--- src/rtl/maze_pkg.sv ---
`default_nettype none
// +----------------------------------------------------------------------+
// | Module  : maze_pkg                                                   |
// | Brief   : Shared colour constants and mode encodings for the maze    |
// |           renderer and its helper blocks.                            |
// | Revision: 1.0  initial release                                       |
// +----------------------------------------------------------------------+
package maze_pkg;

  // RGB444 palette
  localparam logic [11:0] RED       = 12'hF00;
  localparam logic [11:0] BLACK     = 12'h000;
  localparam logic [11:0] WHITE     = 12'hFFF;
  localparam logic [11:0] GRAY      = 12'hDDD;
  localparam logic [11:0] GRID_GRAY = 12'h888;
  localparam logic [11:0] YELLOW    = 12'hFF0;
  localparam logic [11:0] GREEN     = 12'h0F0;

  // Display modes driven by the game controller
  typedef enum logic [1:0] {
    MODE_MAP     = 2'b00,
    MODE_WELCOME = 2'b01,
    MODE_WIN     = 2'b10,
    MODE_PAUSE   = 2'b11
  } mode_e;

endpackage : maze_pkg
`default_nettype wire

--- src/rtl/maze_renderer_if.sv ---
`default_nettype none
// +----------------------------------------------------------------------+
// | Module  : maze_renderer_if                                           |
// | Brief   : Raster-in / pixel-out bundle of the maze renderer. The     |
// |           master side supplies timing, mode and map state; the slave |
// |           side returns the coloured pixel stream.                    |
// | Revision: 1.0  initial release                                       |
// +----------------------------------------------------------------------+
interface maze_renderer_if #(
  parameter int IDX_W = 5,
  parameter int MAX_N = 19
) ();

  logic                   frame_start;
  logic                   de;
  logic [1:0]             mode;
  logic [9:0]             x;
  logic [8:0]             y;
  logic [IDX_W-1:0]       num;
  logic [MAX_N*MAX_N-1:0] map;
  logic [IDX_W-1:0]       cur_x;
  logic [IDX_W-1:0]       cur_y;
  logic [11:0]            pix_data;
  logic                   pix_de;
  logic [IDX_W-1:0]       pix_x_index;
  logic [IDX_W-1:0]       pix_y_index;
  logic                   in_map;

  modport master (
    output frame_start, de, mode, x, y, num, map, cur_x, cur_y,
    input  pix_data, pix_de, pix_x_index, pix_y_index, in_map
  );

  modport slave (
    input  frame_start, de, mode, x, y, num, map, cur_x, cur_y,
    output pix_data, pix_de, pix_x_index, pix_y_index, in_map
  );

endinterface : maze_renderer_if
`default_nettype wire

--- src/rtl/maze_renderer_cursor_blink.sv ---
`default_nettype none
// +----------------------------------------------------------------------+
// | Module  : cursor_blink                                               |
// | Brief   : Frame counter that toggles the paused-mode cursor every    |
// |           BLINK_FRAMES frames; entering pause restarts it visible.   |
// | Revision: 1.0  initial release                                       |
// +----------------------------------------------------------------------+
module cursor_blink #(
  parameter int BLINK_FRAMES = 30
) (
  input  logic       clk,
  input  logic       rst,
  input  logic       frame_start_i,
  input  logic [1:0] mode_i,
  output logic       blink_on_o
);
  import maze_pkg::*;

  localparam int CNT_W = (BLINK_FRAMES > 1) ? $clog2(BLINK_FRAMES) : 1;
  localparam logic [CNT_W-1:0] C_LAST = CNT_W'(BLINK_FRAMES - 1);

  logic [CNT_W-1:0] cnt_q, cnt_d;
  logic             on_q, on_d;
  logic [1:0]       mode_q;
  logic             w_enter_pause;

  // Next count/phase; a fresh entry into pause wins over a frame tick
  always_comb begin
    cnt_d         = cnt_q;
    on_d          = on_q;
    w_enter_pause = (mode_i == MODE_PAUSE) && (mode_q != MODE_PAUSE);
    if (w_enter_pause) begin
      cnt_d = '0;
      on_d  = 1'b1;
    end else if (frame_start_i) begin
      if (cnt_q == C_LAST) begin
        cnt_d = '0;
        on_d  = ~on_q;
      end else begin
        cnt_d = cnt_q + CNT_W'(1);
      end
    end
  end

  // Counter, phase and previous-mode registers
  always_ff @(posedge clk) begin
    if (rst) begin
      cnt_q  <= '0;
      on_q   <= 1'b1;
      mode_q <= MODE_MAP;
    end else begin
      cnt_q  <= cnt_d;
      on_q   <= on_d;
      mode_q <= mode_i;
    end
  end

  assign blink_on_o = on_q;

endmodule : cursor_blink
`default_nettype wire

--- src/rtl/maze_renderer.sv ---
`default_nettype none
// +----------------------------------------------------------------------+
// | Module  : maze_renderer                                              |
// | Brief   : 3-stage pipelined maze pixel colour generator. S1 offsets  |
// |           the raster position into map space, S2 splits it into      |
// |           cell index and in-cell offset, S3 picks the colour.        |
// | Revision: 1.0  initial release                                       |
// +----------------------------------------------------------------------+
module maze_renderer #(
  parameter int MAP_CENTER_X = 240,
  parameter int MAP_CENTER_Y = 240,
  parameter int BLOCK_W      = 24,
  parameter int MAX_N        = 19,
  parameter int IDX_W        = 5,
  parameter int BLINK_FRAMES = 30,
  parameter int GRID_EN      = 1
) (
  input  logic           clk,
  input  logic           rst,
  maze_renderer_if.slave bus
);
  import maze_pkg::*;

  localparam int MAP_BITS = MAX_N * MAX_N;
  localparam int OFF_W    = (BLOCK_W > 1) ? $clog2(BLOCK_W) : 1;
  localparam logic [11:0]      C_BLOCK = 12'(BLOCK_W);
  localparam logic [11:0]      C_CX    = 12'(MAP_CENTER_X);
  localparam logic [11:0]      C_CY    = 12'(MAP_CENTER_Y);
  localparam logic [IDX_W-1:0] C_MAX_N = IDX_W'(MAX_N);

  // The largest map must fit left/above of the centre or bx/by underflow
  if ((BLOCK_W * MAX_N / 2 > MAP_CENTER_X) || (BLOCK_W * MAX_N / 2 > MAP_CENTER_Y)) begin : g_bad_geometry
    $error("maze_renderer: map does not fit around its centre");
  end

  // ---------------- S1 ----------------
  logic [IDX_W-1:0] w_neff;
  logic [11:0]      w_span, w_bx, w_by, w_px, w_py;
  logic             w_inside;

  logic                de_s1_q, inside_s1_q;
  logic [1:0]          mode_s1_q;
  logic [11:0]         rx_s1_q, ry_s1_q;
  logic [MAP_BITS-1:0] map_s1_q;
  logic [IDX_W-1:0]    neff_s1_q, curx_s1_q, cury_s1_q;

  // ---------------- S2 ----------------
  logic [IDX_W-1:0]    col_d, row_d;
  logic [OFF_W-1:0]    ox_d, oy_d;

  logic                de_s2_q, inside_s2_q;
  logic [1:0]          mode_s2_q;
  logic [IDX_W-1:0]    col_s2_q, row_s2_q;
  logic [OFF_W-1:0]    ox_s2_q, oy_s2_q;
  logic [MAP_BITS-1:0] map_s2_q;
  logic [IDX_W-1:0]    neff_s2_q, curx_s2_q, cury_s2_q;

  // ---------------- S3 ----------------
  logic [11:0]      w_wall_idx;
  logic             w_wall, w_cur_hit, w_start, w_end;
  logic             w_blink_on;
  logic [11:0]      color_d;

  logic [11:0]      pix_data_q;
  logic             pix_de_q, in_map_q;
  logic [IDX_W-1:0] pix_x_q, pix_y_q;

  cursor_blink #(
    .BLINK_FRAMES (BLINK_FRAMES)
  ) u_blink (
    .clk           (clk),
    .rst           (rst),
    .frame_start_i (bus.frame_start),
    .mode_i        (bus.mode),
    .blink_on_o    (w_blink_on)
  );

  // Map placement for the current size and the inside test for this pixel
  always_comb begin
    w_neff   = (bus.num > C_MAX_N) ? C_MAX_N : bus.num;
    w_span   = C_BLOCK * 12'(w_neff);
    w_bx     = C_CX - (w_span >> 1);
    w_by     = C_CY - (w_span >> 1);
    w_px     = 12'(bus.x);
    w_py     = 12'(bus.y);
    w_inside = bus.de && (w_px >= w_bx) && (w_px < w_bx + w_span)
                      && (w_py >= w_by) && (w_py < w_by + w_span);
  end

  // Stage valids and inside flags, flushed by reset
  always_ff @(posedge clk) begin
    if (rst) begin
      de_s1_q     <= 1'b0;
      inside_s1_q <= 1'b0;
      de_s2_q     <= 1'b0;
      inside_s2_q <= 1'b0;
    end else begin
      de_s1_q     <= bus.de;
      inside_s1_q <= w_inside;
      de_s2_q     <= de_s1_q;
      inside_s2_q <= inside_s1_q;
    end
  end

  // Constant-divisor split of the map-relative position into cell and offset
  always_comb begin
    col_d = IDX_W'(rx_s1_q / C_BLOCK);
    row_d = IDX_W'(ry_s1_q / C_BLOCK);
    ox_d  = OFF_W'(rx_s1_q % C_BLOCK);
    oy_d  = OFF_W'(ry_s1_q % C_BLOCK);
  end

  // Pipeline payload; map/size/cursor travel with the pixel they belong to
  always_ff @(posedge clk) begin
    mode_s1_q <= bus.mode;
    rx_s1_q   <= w_px - w_bx;
    ry_s1_q   <= w_py - w_by;
    map_s1_q  <= bus.map;
    neff_s1_q <= w_neff;
    curx_s1_q <= bus.cur_x;
    cury_s1_q <= bus.cur_y;

    mode_s2_q <= mode_s1_q;
    col_s2_q  <= col_d;
    row_s2_q  <= row_d;
    ox_s2_q   <= ox_d;
    oy_s2_q   <= oy_d;
    map_s2_q  <= map_s1_q;
    neff_s2_q <= neff_s1_q;
    curx_s2_q <= curx_s1_q;
    cury_s2_q <= cury_s1_q;
  end

  // Colour priority: blanking, full-screen modes, outside, cursor, markers, wall, grid
  always_comb begin
    w_wall_idx = 12'(row_s2_q) * 12'(neff_s2_q) + 12'(col_s2_q);
    w_wall     = inside_s2_q && 1'(map_s2_q >> w_wall_idx);
    w_cur_hit  = (col_s2_q == curx_s2_q) && (row_s2_q == cury_s2_q)
                 && (curx_s2_q < neff_s2_q) && (cury_s2_q < neff_s2_q)
                 && ((mode_s2_q == MODE_MAP) || w_blink_on);
    w_start    = (col_s2_q == IDX_W'(1)) && (row_s2_q == IDX_W'(1));
    w_end      = (neff_s2_q >= IDX_W'(3))
                 && (col_s2_q == neff_s2_q - IDX_W'(2))
                 && (row_s2_q == neff_s2_q - IDX_W'(2));
    color_d    = GRAY;
    if (!de_s2_q)                                       color_d = BLACK;
    else if (mode_s2_q == MODE_WELCOME)                 color_d = YELLOW;
    else if (mode_s2_q == MODE_WIN)                     color_d = RED;
    else if (!inside_s2_q)                              color_d = WHITE;
    else if (w_cur_hit)                                 color_d = RED;
    else if (w_start)                                   color_d = GREEN;
    else if (w_end)                                     color_d = YELLOW;
    else if (w_wall)                                    color_d = BLACK;
    else if ((GRID_EN != 0) && ((ox_s2_q == '0) || (oy_s2_q == '0)))
                                                        color_d = GRID_GRAY;
    else                                                color_d = GRAY;
  end

  // Output register; cell indices only follow pixels inside the map
  always_ff @(posedge clk) begin
    if (rst) begin
      pix_data_q <= '0;
      pix_de_q   <= 1'b0;
      in_map_q   <= 1'b0;
      pix_x_q    <= '0;
      pix_y_q    <= '0;
    end else begin
      pix_data_q <= color_d;
      pix_de_q   <= de_s2_q;
      in_map_q   <= inside_s2_q;
      if (inside_s2_q) begin
        pix_x_q <= col_s2_q;
        pix_y_q <= row_s2_q;
      end
    end
  end

  assign bus.pix_data    = pix_data_q;
  assign bus.pix_de      = pix_de_q;
  assign bus.in_map      = in_map_q;
  assign bus.pix_x_index = pix_x_q;
  assign bus.pix_y_index = pix_y_q;

endmodule : maze_renderer
`default_nettype wire

--- src/flat_wrapper.sv ---
// flat-port wrapper written by rule: the top's interface ports become plain ports
module maze_renderer_flat import maze_pkg::*;
#(
  parameter int MAP_CENTER_X = 240,
  parameter int MAP_CENTER_Y = 240,
  parameter int BLOCK_W      = 24,
  parameter int MAX_N        = 19,
  parameter int IDX_W        = 5,
  parameter int BLINK_FRAMES = 30,
  parameter int GRID_EN      = 1
)
  (clk, rst, bus_frame_start, bus_de, bus_mode, bus_x, bus_y, bus_num, bus_map, bus_cur_x, bus_cur_y, bus_pix_data, bus_pix_de, bus_pix_x_index, bus_pix_y_index, bus_in_map);
  maze_renderer_if #(.IDX_W(IDX_W), .MAX_N(MAX_N)) bus_i ();
  input  logic clk;
  input  logic rst;
  input wire logic [$bits(bus_i.frame_start)-1:0] bus_frame_start;
  input wire logic [$bits(bus_i.de)-1:0] bus_de;
  input wire logic [$bits(bus_i.mode)-1:0] bus_mode;
  input wire logic [$bits(bus_i.x)-1:0] bus_x;
  input wire logic [$bits(bus_i.y)-1:0] bus_y;
  input wire logic [$bits(bus_i.num)-1:0] bus_num;
  input wire logic [$bits(bus_i.map)-1:0] bus_map;
  input wire logic [$bits(bus_i.cur_x)-1:0] bus_cur_x;
  input wire logic [$bits(bus_i.cur_y)-1:0] bus_cur_y;
  output wire logic [$bits(bus_i.pix_data)-1:0] bus_pix_data;
  output wire logic [$bits(bus_i.pix_de)-1:0] bus_pix_de;
  output wire logic [$bits(bus_i.pix_x_index)-1:0] bus_pix_x_index;
  output wire logic [$bits(bus_i.pix_y_index)-1:0] bus_pix_y_index;
  output wire logic [$bits(bus_i.in_map)-1:0] bus_in_map;
  assign bus_i.frame_start = bus_frame_start;
  assign bus_i.de = bus_de;
  assign bus_i.mode = bus_mode;
  assign bus_i.x = bus_x;
  assign bus_i.y = bus_y;
  assign bus_i.num = bus_num;
  assign bus_i.map = bus_map;
  assign bus_i.cur_x = bus_cur_x;
  assign bus_i.cur_y = bus_cur_y;
  assign bus_pix_data = bus_i.pix_data;
  assign bus_pix_de = bus_i.pix_de;
  assign bus_pix_x_index = bus_i.pix_x_index;
  assign bus_pix_y_index = bus_i.pix_y_index;
  assign bus_in_map = bus_i.in_map;
  maze_renderer #(.MAP_CENTER_X(MAP_CENTER_X), .MAP_CENTER_Y(MAP_CENTER_Y), .BLOCK_W(BLOCK_W), .MAX_N(MAX_N), .IDX_W(IDX_W), .BLINK_FRAMES(BLINK_FRAMES), .GRID_EN(GRID_EN)) u_core (.clk(clk), .rst(rst), .bus(bus_i));
endmodule
--- config.mk ---
export PLATFORM = sky130hd
export DESIGN_NAME = maze_renderer_flat
export DESIGN_NICKNAME = d
export VERILOG_FILES = /design/src/rtl/maze_pkg.sv /design/src/rtl/maze_renderer_if.sv /design/src/rtl/maze_renderer_cursor_blink.sv /design/src/rtl/maze_renderer.sv /design/src/flat_wrapper.sv
export SDC_FILE = /design/constraint.sdc
export NUM_CORES = 1
export LEC_CHECK = 0
export ABC_CLOCK_PERIOD_IN_PS = 8900
export BUFFER_PORTS_ARGS = -buffer_cell sky130_fd_sc_hd__buf_2
export CORE_ASPECT_RATIO = 0.9
export CORE_MARGIN = 3
export CORE_UTILIZATION = 37
export CTS_CLUSTER_SIZE = 40
export DETAILED_ROUTE_END_ITERATION = 8
export GPL_ROUTABILITY_DRIVEN = 0
export SLEW_MARGIN = 25
export SYNTH_ARGS = -nofsm -noshare
export SYNTH_HDL_FRONTEND = slang
export SYNTH_SLANG_ARGS = --single-unit
--- constraint.sdc ---
create_clock -name clk -period 8.9 [get_ports clk]
set_input_delay 0.89 -clock clk [delete_from_list [all_inputs] [get_ports clk]]
set_output_delay 0.89 -clock clk [all_outputs]
set_load 0.1 [all_outputs]
-- Word level (Yosys, flattened, before mapping)
Cells that the tools add are included.
- flip-flop bits (word level): 836
- bits in latches: 0
- RAM bits: 0
- memory bits (read-only): 0
- input bits: 401
- logic and storage cells: 96
- memories kept: 0
- add/subtract/negate cells: 7
- multipliers: 2
- divide/modulo/power cells: 4
- magnitude comparators: 8
- equality and inequality tests: 11
- shift-type cells: 1
- multiplexer cells: 10
- bitwise operators: 2
- reduce and logical (&&, ||, !) cells: 22
- operators by type and width (operator ; number):
    $shr 361x12->1 ; 1
    $mux 12 ; 7
    $div 12x5->12 const B ; 2
    $mod 12x5->12 const B ; 2
    $eq 5x5->1 ; 4
    $logic_and 1x1->1 ; 13
    $add 12x10->12 ; 1
    $ge 10x12->1 ; 1
    $ge 9x12->1 ; 1
    $lt 10x12->1 ; 1
    $lt 9x12->1 ; 1
    $sub 10x12->12 ; 1
    $sub 9x12->12 ; 1
    $add 10x5->11 ; 1
    $mux 11 ; 1
    $eq 5x1->1 const B ; 2
    $logic_not 5->1 ; 2
    $lt 5x5->1 ; 2
    $mul 5x5->10 ; 1
    $mux 5 ; 2
    $sub 8x9->10 const A ; 1
    $mul 2x5->7 const A ; 1
    $add 5x1->5 const B ; 1
    $eq 5x5->1 const B ; 1
    12 further kinds ; 16

-- Depth between registers and ports, before layout
- depth after elaboration: 11
- depth in mapped cells: 20

-- By module
A second synthesis with hierarchy kept.
- cell total of the unflattened synthesis: 1718
- area total of the unflattened synthesis: 24415.9 sq um
- modules (own cells, without submodules) (module ; instances ; cells each ; area each (sq um) ; sequential area each (sq um)):
    maze_renderer ; 1 ; 1683 ; 24061.8 ; 16475.8
    cursor_blink ; 1 ; 35 ; 354.1 ; 160.2

-- Worst setup path after synthesis
No wires, ideal clock.
- kind: input to register
- from: input port bus_num[2]
- to: register u_core.inside_s1_q
- setup time: 0.115 ns
- arrival time: 4.511 ns
- data required time: 8.785 ns
- setup slack: 4.275 ns
- cell stages on the path: 17
- cells stage by stage: o21ai_1 nand2b_1 ha_1 inv_1 fa_1 xor2_1 a2111oi_0 xnor2_1 ha_1 o21a_1 or3_1 nand2_1 ha_1 a21o_1 a211oi_1 o21ai_0 a2111oi_0
- word-level cells in the longest chain between the ends: 9
- RTL lines (element ; RTL line ; text):
    start, declared ; flat_wrapper.sv:21 ; input wire logic [$bits(bus_i.num)-1:0] bus_num;
    $gt 5x5->1 (*) ; maze_renderer.sv:80 ; w_neff = (bus.num > C_MAX_N) ? C_MAX_N : bus.num;
    $mux 5 (*) ; maze_renderer.sv:80 ;
    $mul 2x5->7 (*) ; maze_renderer.sv:81 ; w_span = C_BLOCK * 12'(w_neff);
    $sub 8x9->10 (*) ; maze_renderer.sv:82 ; w_bx = C_CX - (w_span >> 1);
    named net u_core.w_bx[2] ; maze_renderer.sv:38 ; logic [11:0] w_span, w_bx, w_by, w_px, w_py;
    $add 12x10->12 or $ge 10x12->1 (tied branches) ; maze_renderer.sv:86 ; w_inside = bus.de && (w_px >= w_bx) && (w_px < w_bx + w_span)
    $lt 10x12->1 or $logic_and 1x1->1 (tied branches) ; maze_renderer.sv:86 ;
    $logic_and 1x1->1 ; maze_renderer.sv:86 ;
    $logic_and 1x1->1 ; maze_renderer.sv:87 ; && (w_py >= w_by) && (w_py < w_by + w_span);
    $logic_and 1x1->1 (*) ; maze_renderer.sv:87 ;
    end signal, assigned ; maze_renderer.sv:99 ; inside_s1_q <= w_inside;
    end, declared ; maze_renderer.sv:41 ; logic de_s1_q, inside_s1_q;
The timed path passes the listed nets; every way through them passes the cells marked *.
A chain may end at the register's enable or synchronous reset.

-- Worst setup path after layout
- from: register u_core.row_s2_q[2]
- to: register u_core.pix_data_q[7] (netlist: u_core.bus.pix_data[7])
- word-level cells in the longest chain between the ends: 11
- RTL lines (element ; RTL line ; text):
    start, declared ; maze_renderer.sv:53 ; logic [IDX_W-1:0] col_s2_q, row_s2_q;
    start signal, assigned ; maze_renderer.sv:125 ; row_s2_q <= row_d;
    $mul 5x5->10 ; maze_renderer.sv:136 ; w_wall_idx = 12'(row_s2_q) * 12'(neff_s2_q) + 12'(col_s2_q);
    $add 10x5->11 ; maze_renderer.sv:136 ;
    $shr 361x12->1 ; maze_renderer.sv:137 ; w_wall = inside_s2_q && 1'(map_s2_q >> w_wall_idx);
    $logic_and 1x1->1 ; maze_renderer.sv:137 ;
    $mux 12 ; maze_renderer.sv:153 ; else if (w_wall) color_d = BLACK;
    $mux 12 ; maze_renderer.sv:152 ; else if (w_end) color_d = YELLOW;
    $mux 12 ; maze_renderer.sv:151 ; else if (w_start) color_d = GREEN;
    $mux 12 (*) ; maze_renderer.sv:150 ; else if (w_cur_hit) color_d = RED;
    $mux 12 (*) ; maze_renderer.sv:149 ; else if (!inside_s2_q) color_d = WHITE;
    $mux 12 (*) ; maze_renderer.sv:148 ; else if (mode_s2_q == MODE_WIN) color_d = RED;
    $mux 12 (*) ; maze_renderer.sv:147 ; else if (mode_s2_q == MODE_WELCOME) color_d = YELLOW;
    end signal, assigned ; maze_renderer.sv:168 ; pix_data_q <= color_d;
    end, declared ; maze_renderer.sv:64 ; logic [11:0] pix_data_q;
Mark *: on every way between the ends. The rest lies on a longest branch, timed or not.

==> impl_results.rst <==
.. list-table::
   :header-rows: 1

   * - Metric
     - Value
   * - Result of the run
     - complete, no violations
   * - CTS resizes
     - 0
   * - Finished Core Util
     - 46.1%
   * - Hold-fix buffer count after cts
     - 0
   * - Gate Count Post-Synth
     - 1,790
   * - Initial antenna violation count
     - 30
   * - Chip width
     - 278 um
   * - Category of cells accounting for the largest share of critical-path delay
     - adder cells
   * - Post-synthesis register bit count
     - 833
   * - Root cell of the clock tree
     - clkbuf_16
   * - Combined area of the multi-input logic cells
     - 7350 um^2
   * - Number of buffers added by the clock tree synthesis step
     - 80
   * - Fraction of synthesis flops using an asynchronous set or reset pin
     - 0%
   * - Critical-path cell list
     - and2_1 -> fa_1 -> ha_1 -> inv_1 -> fa_1 -> fa_2 -> clkinv_1 -> a221o_1 -> o21ai_1 -> a311oi_1 -> a2111oi_0 -> nand2_1 -> a21oi_2 -> o21ai_1
   * - Standard-cell row count
     - 89
   * - Die outline area
     - 70,000 um^2
   * - Routed length on met1
     - 26,600 um
   * - VDD IR-drop max
     - 0.415 mV
   * - Maximum level of the CTS H-tree
     - 3
   * - Worst endpoint data arrival time
     - 6.11 ns
   * - Crit Reg-Reg Startpoint
     - u_core.row_s2_q[2]
   * - Largest net degree at the start of global routing
     - 53
   * - Final-report max-slew violation count
     - 0
   * - Combined area of all synthesized cells
     - 24,700 um^2
   * - Via count normalized by instance count
     - 4.62
   * - Antenna-violating nets left
     - 0
   * - Hold Path End
     - u_core.map_s2_q[46]
   * - Path category of the worst min-delay check
     - flip-flop to flip-flop
   * - Slew Limit Headroom
     - 37.5%
   * - Setup TNS
     - 0 ns
   * - Bufs on Longest Clock Path
     - 3
   * - Vias in the first global route
     - 15.2k
   * - Post-synth cell types
     - 80
   * - Slowest Stage Delay on Critical Path
     - 1.04 ns
   * - Filler instances
     - 5,770
   * - GR Overflow Total
     - 0
   * - Cells on worst reg2reg path
     - 14
   * - Start point of the worst hold path
     - u_core.map_s1_q[46]
   * - Port Buf Inserts
     - 424
   * - Effective utilization at floorplan
     - 37.6%
   * - Number of clock sinks seen by CTS
     - 833
   * - Number of buffers and inverters on the critical path
     - 2
   * - Portion of synthesized cell area occupied by the leading cell type
     - 67.4%
   * - Iter 0 DRT Violations
     - 661
   * - I/O pin count
     - 425
   * - Final Hold Fails
     - 0
   * - Leakage power total
     - 13.4 nW
   * - Dominant synthesized flop cell
     - dfxtp_1
   * - Clock-pin transition on the worst setup and hold timing paths
     - 0.06 ns
   * - Part of the cycle the worst path needs
     - 63.4%
   * - Post-CTS Setup Bufs
     - 0
   * - Required @ worst endpoint
     - 9.37 ns
   * - Syn. warnings
     - 0
   * - Max-cap violations
     - 0
   * - Residual DRC count
     - 0
   * - Uppermost layer routed
     - met5
   * - Cells on Worst Hold Path
     - 0
   * - Routed length on met3
     - 4160 um
   * - Critical register-to-register path endpoint
     - u_core.bus.pix_data[7]
   * - Maximum fanout along the worst path
     - 27
   * - Power per Cell Area
     - 468 nW/um^2
   * - Reg-to-reg setup timing slack
     - 3.26 ns
   * - Sequential cell area fraction in the yosys report
     - 67.4%
   * - Critical Setup Path Class
     - flip-flop to flip-flop
   * - Fraction of final layout cells sized beyond drive strength 1
     - 28.6%
   * - Total of endpoints with negative setup slack in the final report
     - 0
   * - EDFF count, synth
     - 0
   * - Die height
     - 251 um
   * - Top area cells in the synthesized netlist
     - dfxtp_1, mux4_2, ha_1
   * - Timing-limited maximum frequency
     - 177 MHz
   * - Vias after detailed routing
     - 14.6k
   * - Seq. cell area
     - 16,700 um^2
   * - Avg Cell Area, Syn
     - 13.8 um^2
   * - TritonCTS clock tree
     - built
   * - Startpoint kind of the worst setup timing path
     - flip-flop
   * - Post-synth net total
     - 2,288
   * - Detail-routed net length per standard cell
     - 19.3 um
   * - Total wire length
     - 61,200 um
   * - DR pass1 iterations
     - 4
   * - Floorplan Core Area
     - 65,800 um^2
   * - Met2 layer wire length in the routed design
     - 28,300 um
   * - Total global routing track utilization
     - 17.2%
   * - Critical Path Sink Type
     - flip-flop
   * - Net count, final
     - 2,728
   * - Clock Skew
     - 0.0407 ns
   * - Area grow syn2layout
     - 22.8%
   * - First-pass GRT wire length
     - 89,700 um
   * - Final Total Pwr
     - 0.0142 W
   * - Area leader, netlist
     - dfxtp_1
   * - Final critical path time including I/O delays and setup
     - 5.64 ns
   * - Setup repair after global routing missed its margin
     - false
   * - Clock latency of the later-clocked register in the worst-skew pair
     - 0.61 ns
   * - Critical path's slowest cell
     - fa_2
   * - Detailed Place HPWL
     - 46,800 um
   * - Slew of the pin with the lowest slew margin
     - 0.934 ns
[layout make-up]
cell class / count / share of cell area [%]
tap: 864 / 3.56
multi-input combinational: 812 / 24.2
clock buffer: 106 / 7.47
sequential: 833 / 54.9
clock inverter: 40 / 1.68
timing repair buffer: 429 / 7.18
inverter: 74 / 0.915
antenna: 12 / 0.0989
[synthesized netlist by cell type (6+ instances only)]
library cell,instances
buf_2,21
clkbuf_1,25
a21oi_1,50
nor2_1,65
fa_1,17
o21ai_1,16
o21ai_0,32
a31oi_1,7
a221oi_1,13
o22ai_1,10
buf_4,6
o21bai_1,7
nand4_1,10
a21o_1,16
o211ai_1,7
and2_1,21
a211oi_1,8
nor3_1,15
nor3b_1,6
inv_1,69
xnor2_1,27
nand3_1,15
dfxtp_1,833
mux2i_1,54
ha_1,80
mux4_2,67
xor2_1,31
a22oi_1,24
nor2b_1,28
nand2b_1,19
nand2_1,62
a221o_1,8
mux4_1,8
o21a_1,9
[per-stage QoR]
stage                     std cells  setup WS [ns]  hold WS [ns]  area, um^2
after floorplan                1790           4.27         0.310       24700
after global placement         3011           3.41         0.311       27500
after detailed placement       3012           3.18         0.312       27600
after CTS                      3158           3.16         0.316       30300
after global routing           3169           2.85         0.324       30400
final                          3170           3.26         0.321       30400
[report_power, final]
group          internal (W)  switching (W)  leakage (nW)
Combinational       0.00256        0.00395          4.96
Sequential          0.00400       0.000244          7.02
Clock               0.00203        0.00143          1.37
Total               0.00859        0.00563          13.4
[cell families after synthesis]
group | synth area share [%]
multiplexers | 9.47
AND/OR/NAND/NOR | 5.56
XOR/XNOR | 2.05
flip-flops | 67.4
buffers and inverters | 3.02
AO/OA/AOI/OAI | 6.99
adder cells (fa/ha/maj) | 5.47
[how the worst max path moves through the flow]
stage                     slack [ns]          startpoint                endpoint  cells after the start
after floorplan                 4.27          bus_num[2]      u_core.inside_s1_q                     17
after global placement          3.41  u_core.row_s2_q[2]  u_core.bus.pix_data[7]                     14
after detailed placement        3.18  u_core.row_s2_q[2]  u_core.bus.pix_data[7]                     14
after CTS                       3.16  u_core.row_s2_q[2]  u_core.bus.pix_data[7]                     14
after global routing            2.85  u_core.row_s2_q[2]  u_core.bus.pix_data[2]                     14
final                           3.26  u_core.row_s2_q[2]  u_core.bus.pix_data[7]                     14
[routing by layer]
metal,track usage (%),vias up
li1,-,7104
met3,5.09,122
met4,7.58,12
met2,27.4,464
met5,0,-
met1,21.7,6930
[worst register-to-register path, cell delays in order, from the launching register on]
cell and delay (ns):
dfxtp_1 0.55, and2_1 0.22, fa_1 0.42, ha_1 0.28, inv_1 0.05, fa_1 0.53, fa_2 1.04, clkinv_1 0.56
a221o_1 0.43, o21ai_1 0.14, a311oi_1 0.10, a2111oi_0 0.50, nand2_1 0.13, a21oi_2 0.45, o21ai_1 0.13
[sequential cells by signal, summed over array words and instances (netlist names), 9 cells and up]
signal and flops:
u_core.map_s1_q 361, u_core.map_s2_q 361, u_core.rx_s1_q 12, u_core.ry_s1_q 12, u_core.bus.pix_data 9
[cells in the final DEF (no fill, tap or decap), types with 9 or more instances in the layout]
cell type and count:
dfxtp_1 833, buf_2 424, clkbuf_16 80, ha_1 78, inv_1 69, mux4_2 67, nor2_1 65, nand2_1 62
mux2i_1 54, a21oi_1 50, o21ai_0 32, xor2_1 30, nor2b_1 28, xnor2_1 26, a22oi_1 24, and2_1 21
nand2b_1 19, clkbuf_8 17, o21ai_1 16, a21o_1 16, fa_1 16, nand3_1 15, nor3_1 15, a221oi_1 13
clkinv_2 13, diode_2 12, o22ai_1 10, nand4_1 10, o21a_1 9, clkbuf_1 9
No activity file was read; power rests on OpenSTA's default activity.
